==> config.mk <==
export PLATFORM = sky130hd
export DESIGN_NAME = id_ex_pipe
export DESIGN_NICKNAME = d
export VERILOG_FILES = /design/src/rtl/cpu_pkg.sv /design/src/rtl/fwd_mux.sv /design/src/rtl/id_ex_pipe.sv
export SDC_FILE = /design/constraint.sdc
export NUM_CORES = 1
export LEC_CHECK = 0
export ABC_AREA = 0
export BUFFER_PORTS_ARGS = -buffer_cell sky130_fd_sc_hd__buf_4
export CAP_MARGIN = 10
export CORE_MARGIN = 4
export CORE_UTILIZATION = 45
export DETAILED_ROUTE_END_ITERATION = 10
export GPL_ROUTABILITY_DRIVEN = 1
export GPL_TIMING_DRIVEN = 0
export PLACE_DENSITY = 0.77
export SETUP_SLACK_MARGIN = 0.05
export SYNTH_ARGS = -nofsm -noshare
export SYNTH_HDL_FRONTEND = slang
export SYNTH_SLANG_ARGS = --single-unit
==> constraint.sdc <==
create_clock -name clk -period 1.95 [get_ports clk]
set_clock_uncertainty 0.05 [all_clocks]
set_input_delay 0.2925 -clock clk [delete_from_list [all_inputs] [get_ports clk]]
set_output_delay 0.2925 -clock clk [all_outputs]
set_load 0.02 [all_outputs]
==> src/rtl/cpu_pkg.sv <==
// rtl/cpu_pkg.sv - shared widths, forward-select codes and the ID/EX register layout
package cpu_pkg;

  localparam int DW  = 32;
  localparam int AW  = 5;
  localparam int OPW = 4;

  localparam logic [1:0] FWD_NONE = 2'b00;
  localparam logic [1:0] FWD_WB   = 2'b01;
  localparam logic [1:0] FWD_MEM  = 2'b10;

  // Everything the ID/EX register carries from decode into execute
  typedef struct packed {
    logic           regwr;
    logic           memrd;
    logic           memwr;
    logic           alusrc1;
    logic           alusrc2;
    logic [AW-1:0]  wr_addr;
    logic [OPW-1:0] aluop;
    logic [1:0]     rs_fwd;
    logic [1:0]     rt_fwd;
    logic [DW-1:0]  rs_data;
    logic [DW-1:0]  rt_data;
    logic [DW-1:0]  imm;
  } id_ex_t;

endpackage

==> src/rtl/fwd_mux.sv <==
// rtl/fwd_mux.sv - three-way operand forwarding mux (MEM result, WB data, register file)
module fwd_mux
  import cpu_pkg::*;
#(
  parameter int W = cpu_pkg::DW
) (
  input  logic [1:0]   sel,
  input  logic [W-1:0] reg_data,
  input  logic [W-1:0] mem_data,
  input  logic [W-1:0] wb_data,
  output logic [W-1:0] out_data
);

  // The one-ahead producer is the newest value, so the MEM bit wins (11 behaves as 10)
  always_comb begin
    out_data = reg_data;
    if (sel[1]) begin
      out_data = mem_data;
    end else if (sel == FWD_WB) begin
      out_data = wb_data;
    end
  end

endmodule

==> src/rtl/id_ex_pipe.sv <==
// rtl/id_ex_pipe.sv - ID/EX pipeline register with operand forwarding and load-use bubble (optional ID_EX_STALL_CNT_EN stall counter)
module id_ex_pipe
  import cpu_pkg::*;
#(
  parameter int DW  = cpu_pkg::DW,
  parameter int AW  = cpu_pkg::AW,
  parameter int OPW = cpu_pkg::OPW
) (
  input  logic           clk,
  input  logic           rst,
  input  logic           stall_in,
  input  logic           flush,
  input  logic [DW-1:0]  id_rs_data,
  input  logic [DW-1:0]  id_rt_data,
  input  logic [DW-1:0]  id_imm,
  input  logic [AW-1:0]  id_rs_addr,
  input  logic [AW-1:0]  id_rt_addr,
  input  logic [AW-1:0]  id_wr_addr,
  input  logic           id_regwr,
  input  logic           id_memrd,
  input  logic           id_memwr,
  input  logic           id_alusrc1,
  input  logic           id_alusrc2,
  input  logic [OPW-1:0] id_aluop,
  input  logic [1:0]     id_rs_fwd,
  input  logic [1:0]     id_rt_fwd,
  input  logic [DW-1:0]  mem_alu_result,
  input  logic [DW-1:0]  wb_data,
  output logic           ex_regwr,
  output logic           ex_memrd,
  output logic           ex_memwr,
  output logic [AW-1:0]  ex_wr_addr,
  output logic [OPW-1:0] ex_aluop,
  output logic [DW-1:0]  ex_store_data,
  output logic [DW-1:0]  ex_op_a,
  output logic [DW-1:0]  ex_op_b,
  output logic           load_use_stall
`ifdef ID_EX_STALL_CNT_EN
  ,
  output logic [31:0]    stall_cnt
`endif
);

  id_ex_t        ex_q;
  id_ex_t        id_d;
  logic          rs_hit;
  logic          rt_hit;
  logic [DW-1:0] rs_val;
  logic [DW-1:0] rt_val;

  // Gather the decoded fields into the register layout
  always_comb begin
    id_d         = '0;
    id_d.regwr   = id_regwr;
    id_d.memrd   = id_memrd;
    id_d.memwr   = id_memwr;
    id_d.alusrc1 = id_alusrc1;
    id_d.alusrc2 = id_alusrc2;
    id_d.wr_addr = id_wr_addr;
    id_d.aluop   = id_aluop;
    id_d.rs_fwd  = id_rs_fwd;
    id_d.rt_fwd  = id_rt_fwd;
    id_d.rs_data = id_rs_data;
    id_d.rt_data = id_rt_data;
    id_d.imm     = id_imm;
  end

  // A load in EX whose target the ID instruction actually reads; Rt counts for stores even with an immediate B
  always_comb begin
    rs_hit         = (id_rs_addr == ex_q.wr_addr) && !id_alusrc1;
    rt_hit         = (id_rt_addr == ex_q.wr_addr) && (!id_alusrc2 || id_memwr);
    load_use_stall = ex_q.memrd && (ex_q.wr_addr != '0) && (rs_hit || rt_hit)
                     && !flush && !stall_in;
  end

  // Register update: reset, hold, squash, load-use bubble, else capture ID
  always_ff @(posedge clk) begin
    if (rst) begin
      ex_q <= '0;
    end else if (stall_in) begin
      ex_q <= ex_q;
    end else if (flush || load_use_stall) begin
      ex_q <= '0;
    end else begin
      ex_q <= id_d;
    end
  end

`ifdef ID_EX_STALL_CNT_EN
  // Count inserted load-use bubbles; survives flushes, wraps naturally
  always_ff @(posedge clk) begin
    if (rst) begin
      stall_cnt <= '0;
    end else if (load_use_stall) begin
      stall_cnt <= stall_cnt + 32'd1;
    end
  end
`endif

  fwd_mux #(.W(DW)) u_rs_mux (
    .sel      (ex_q.rs_fwd),
    .reg_data (ex_q.rs_data),
    .mem_data (mem_alu_result),
    .wb_data  (wb_data),
    .out_data (rs_val)
  );

  fwd_mux #(.W(DW)) u_rt_mux (
    .sel      (ex_q.rt_fwd),
    .reg_data (ex_q.rt_data),
    .mem_data (mem_alu_result),
    .wb_data  (wb_data),
    .out_data (rt_val)
  );

  // EX-stage outputs: registered controls plus operand selection
  always_comb begin
    ex_regwr      = ex_q.regwr;
    ex_memrd      = ex_q.memrd;
    ex_memwr      = ex_q.memwr;
    ex_wr_addr    = ex_q.wr_addr;
    ex_aluop      = ex_q.aluop;
    ex_op_a       = ex_q.alusrc1 ? ex_q.imm : rs_val;
    ex_op_b       = ex_q.alusrc2 ? ex_q.imm : rt_val;
    ex_store_data = rt_val;
  end

endmodule

==> flow_metrics.py <==
metrics = {
    "floorplanning": {
        "pin_count": 301,
        "die_area_sq_um": 17100,
        "die_h_um": 131,
        "initial_core_util_pct": 46.2,
        "coreArea_sq_um": 14600,
        "die_w_um": 131,
        "num_rows": 44,
    },
    "layout": {
        "area_growth_pct": 77.0,
        "final_util_pct": 81.8,
        "layout-drive-gt1-share_pct": 45.9,
        "fin_area_sq_um": 12000,
        "nets": 1448,
        "diodes": 0,
    },
    "timing": {
        "hold_violations": 0,
        "fin_crit_sh_pct": 127,
        "tns_ns": -43.67,
        "setup_viol": 197,
        "finalMaxSlewViolations": 0,
        "fin_ws_ns": -0.524,
        "min_period_ns": 2.47,
        "rsz0062_at_grt": "true",
        "relSlewSlack_pct": 53.4,
        "tightest_slew_ns": 0.699,
        "timing.fmax_mhz": 404,
    },
    "synth": {
        "ys_top_cells_by_count": "178 x nand2_1, 128 x o21ai_0, 114 x a32oi_1, 114 x dfxtp_1, 70 x clkbuf_1",
        "synthesis.instances": 869,
        "synth_area_leaders": "dfxtp_1 34%, a32oi_1 15%, nand2_1 9.9%",
        "async_flop_share_pct": 0,
        "syn_area_sq_um": 6770,
        "synth_top_area_share_pct": 33.7,
        "ys_seq_area_share_pct": 33.7,
        "synth_area_leader_cell": "dfxtp_1",
        "synthesis.nets": 1061,
        "synth_edf_count": 0,
        "yosys_warnings": 0,
        "ys_seq_elements": 114,
        "synthDistinctLibCells": 24,
        "yosysMostFrequentCell": "nand2_1",
        "dominantRegCellSynth": "dfxtp_1",
        "avgSynthCellArea_sq_um": 7.79,
    },
    "critical_path": {
        "critPathSlowestCell": "nor4_2",
        "crit_chain": "xor2_1, nor4_2, a22o_2, buf_6, nor4b_4, buf_4",
        "crit_start": "ex_wr_addr[1]",
        "path_delay_family": "simple AND/OR/NAND/NOR gates",
        "worstSetupPathType": "reg2out",
        "crit_path_max_fanout": 3,
        "required_ns": 1.61,
        "r2r_cells": 11,
        "max_stage_delay_ns": 0.39,
        "r2r_slack_ns": -0.44,
        "end_kind": "primary output",
        "crit_cells": 6,
        "reg2reg_to": "ex_q[4]",
        "worstSetupStartpointType": "flop",
        "critical_path.endpoint": "load_use_stall",
        "worstPathBufferInverterCount": 2,
        "reg2reg_from": "ex_wr_addr[1]",
        "worstPathArrival_ns": 2.13,
    },
    "outcome": {
        "status": "finished, violations left",
        "violations": "setup timing",
    },
    "route": {
        "num_vias": 9373,
        "wl_per_cell_um": 24.6,
        "drc": 0,
        "drtIter0Drc": 1162,
        "via_per_inst": 6.45,
        "dr.pass1.iters": 8,
        "ant_nets": 0,
        "wl_mm": 35.7,
    },
    "global_route": {
        "first_global_vias": 8936,
        "gr-total-overflow": 0,
        "antenna_found_initial": 0,
        "grt_max_degree": 17,
        "grt_use_total_pct": 37.4,
        "grt_pass1_wl_mm": 48.9,
    },
    "clock_tree": {
        "cts_hold_buf": 0,
        "insertion_delay_ns": 0.42,
        "clk_pin_slew_worst_paths_ns": 0.06,
        "cts_root_buf": "clkbuf_16",
        "cts.path.max_buffers": 2,
        "cts_buffers": 17,
        "cts_htree_levels": 4,
        "cts_sinks": 114,
        "tritoncts": "built",
    },
    "power": {
        "ir_drop_mv": 0.773,
        "total_power_mw": 9.43,
        "p_leak_nw": 5.03,
        "power.density_nw_per_um2": 787,
    },
    "placed_design": {
        "port_buffers": 300,
        "gp_congestion": 0.917,
        "place_area_sq_um": 9340,
        "dpl.hpwl_mm": 22.1,
    },
    "job": {
        "cap_violations": 0,
    },
    "min_path": {
        "hp-class": "in2reg",
    },
}
## routing by layer
| layer | up-vias | track usage, % | part of all wire [%] |
|---|---|---|---|
| li1 | 3996 | - | - |
| met1 | 4371 | 44.8 | 35 |
| met2 | 815 | 60.8 | 47 |
| met3 | 191 | 10.2 | 12 |
| met4 | 0 | 20.8 | 6.0 |
| met5 | - | 0 | 0 |
## kinds of logic after synthesis
kind of cell	Yosys count	share of synthesized area, %
buffers and inverters	105	7.32
XOR/XNOR	10	1.29
multiplexers	96	14.8
flip-flops	114	33.7
AO/OA/AOI/OAI	327	30.6
AND/OR/NAND/NOR	217	12.3
## state kept, by name, summed over array words and instances, names as in the netlist
register	count
ex_memrd	1
ex_q	102
ex_wr_addr	5
ex_regwr	1
ex_memwr	1
ex_aluop	4
## layout make-up
cell class / instances / area, sq um
Timing Repair Buffer: 373 / 3490
Clock inverter: 10 / 155
Tap cell: 184 / 230
Sequential cell: 114 / 2300
Inverter: 1 / 3.75
Clock buffer: 22 / 474
Fill cell: 911 / 2660
Multi-Input combinational cell: 650 / 4470
Buffer: 99 / 847
## tightest hold or removal path: cells and delay by family
family	cells	cell delay, ns
AOI/OAI and AO/OA	1	0.05
buffers and inverters	1	0.11
and+or+nand+nor	1	0.05
## worst min-delay path by stage
stage / start / end / slack (ns) / depth (start not counted)
global placement: ex_q[80] / ex_q[80] / 0.40 / 2
global route: id_imm[18] / ex_q[18] / 0.07 / 3
detailed placement: ex_memwr / ex_memwr / 0.41 / 2
floorplan: id_imm[27] / ex_q[27] / 0.38 / 2
CTS: id_wr_addr[4] / ex_wr_addr[4] / 0.06 / 3
finish: id_wr_addr[4] / ex_wr_addr[4] / 0.07 / 3
## power by group
group	internal (mW)	switching [mW]	total, mW
Combinational	1.68	1.68	3.35
Sequential	2.51	0.177	2.69
Clock	2.23	1.15	3.38
Total	6.42	3.01	9.43
## repair_timing
action / CTS / global route
setup endpoints to repair: 211 / 204
pin swaps: 51 / 107
gates cloned: 10 / 8
buffers inserted: 43 / 28
resized for setup: 256 / 165
## cell usage in the layout, fill, tap and decap left out, types with 2 or more instances in the layout
cell type / synthesis / layout
buf_4: 9 / 280
nand2_1: 178 / 178
o21ai_1: 50 / 154
dfxtp_1: 114 / 106
a32oi_1: 114 / 93
buf_6: 6 / 73
mux2i_1: 64 / 44
clkbuf_1: 70 / 35
nor2_1: 33 / 33
a21oi_1: 33 / 31
clkbuf_16: 0 / 25
o21ai_2: 1 / 24
a32oi_2: 0 / 21
buf_8: 0 / 19
mux2_2: 32 / 19
clkbuf_8: 0 / 18
buf_12: 0 / 18
clkbuf_2: 5 / 14
mux2i_2: 0 / 13
mux2_4: 0 / 13
xor2_1: 10 / 9
clkbuf_4: 0 / 8
mux2i_4: 0 / 7
dfxtp_4: 0 / 5
clkinv_2: 0 / 4
bufinv_16: 0 / 4
buf_16: 0 / 4
dfxtp_2: 0 / 3
a21oi_2: 0 / 2
clkinvlp_4: 0 / 2
## stage by stage
stage	cells	hold WS, ns	worst slack, ns
3_5_place_dp	1353	0.407	-0.526
5_1_grt	1453	0.0730	-0.546
3_3_place_gp	1353	0.400	-0.510
6_report	1453	0.0668	-0.524
4_1_cts	1433	0.0578	-0.412
2_1_floorplan	869	0.375	0.0284
Power figures use the tool's default switching activity.
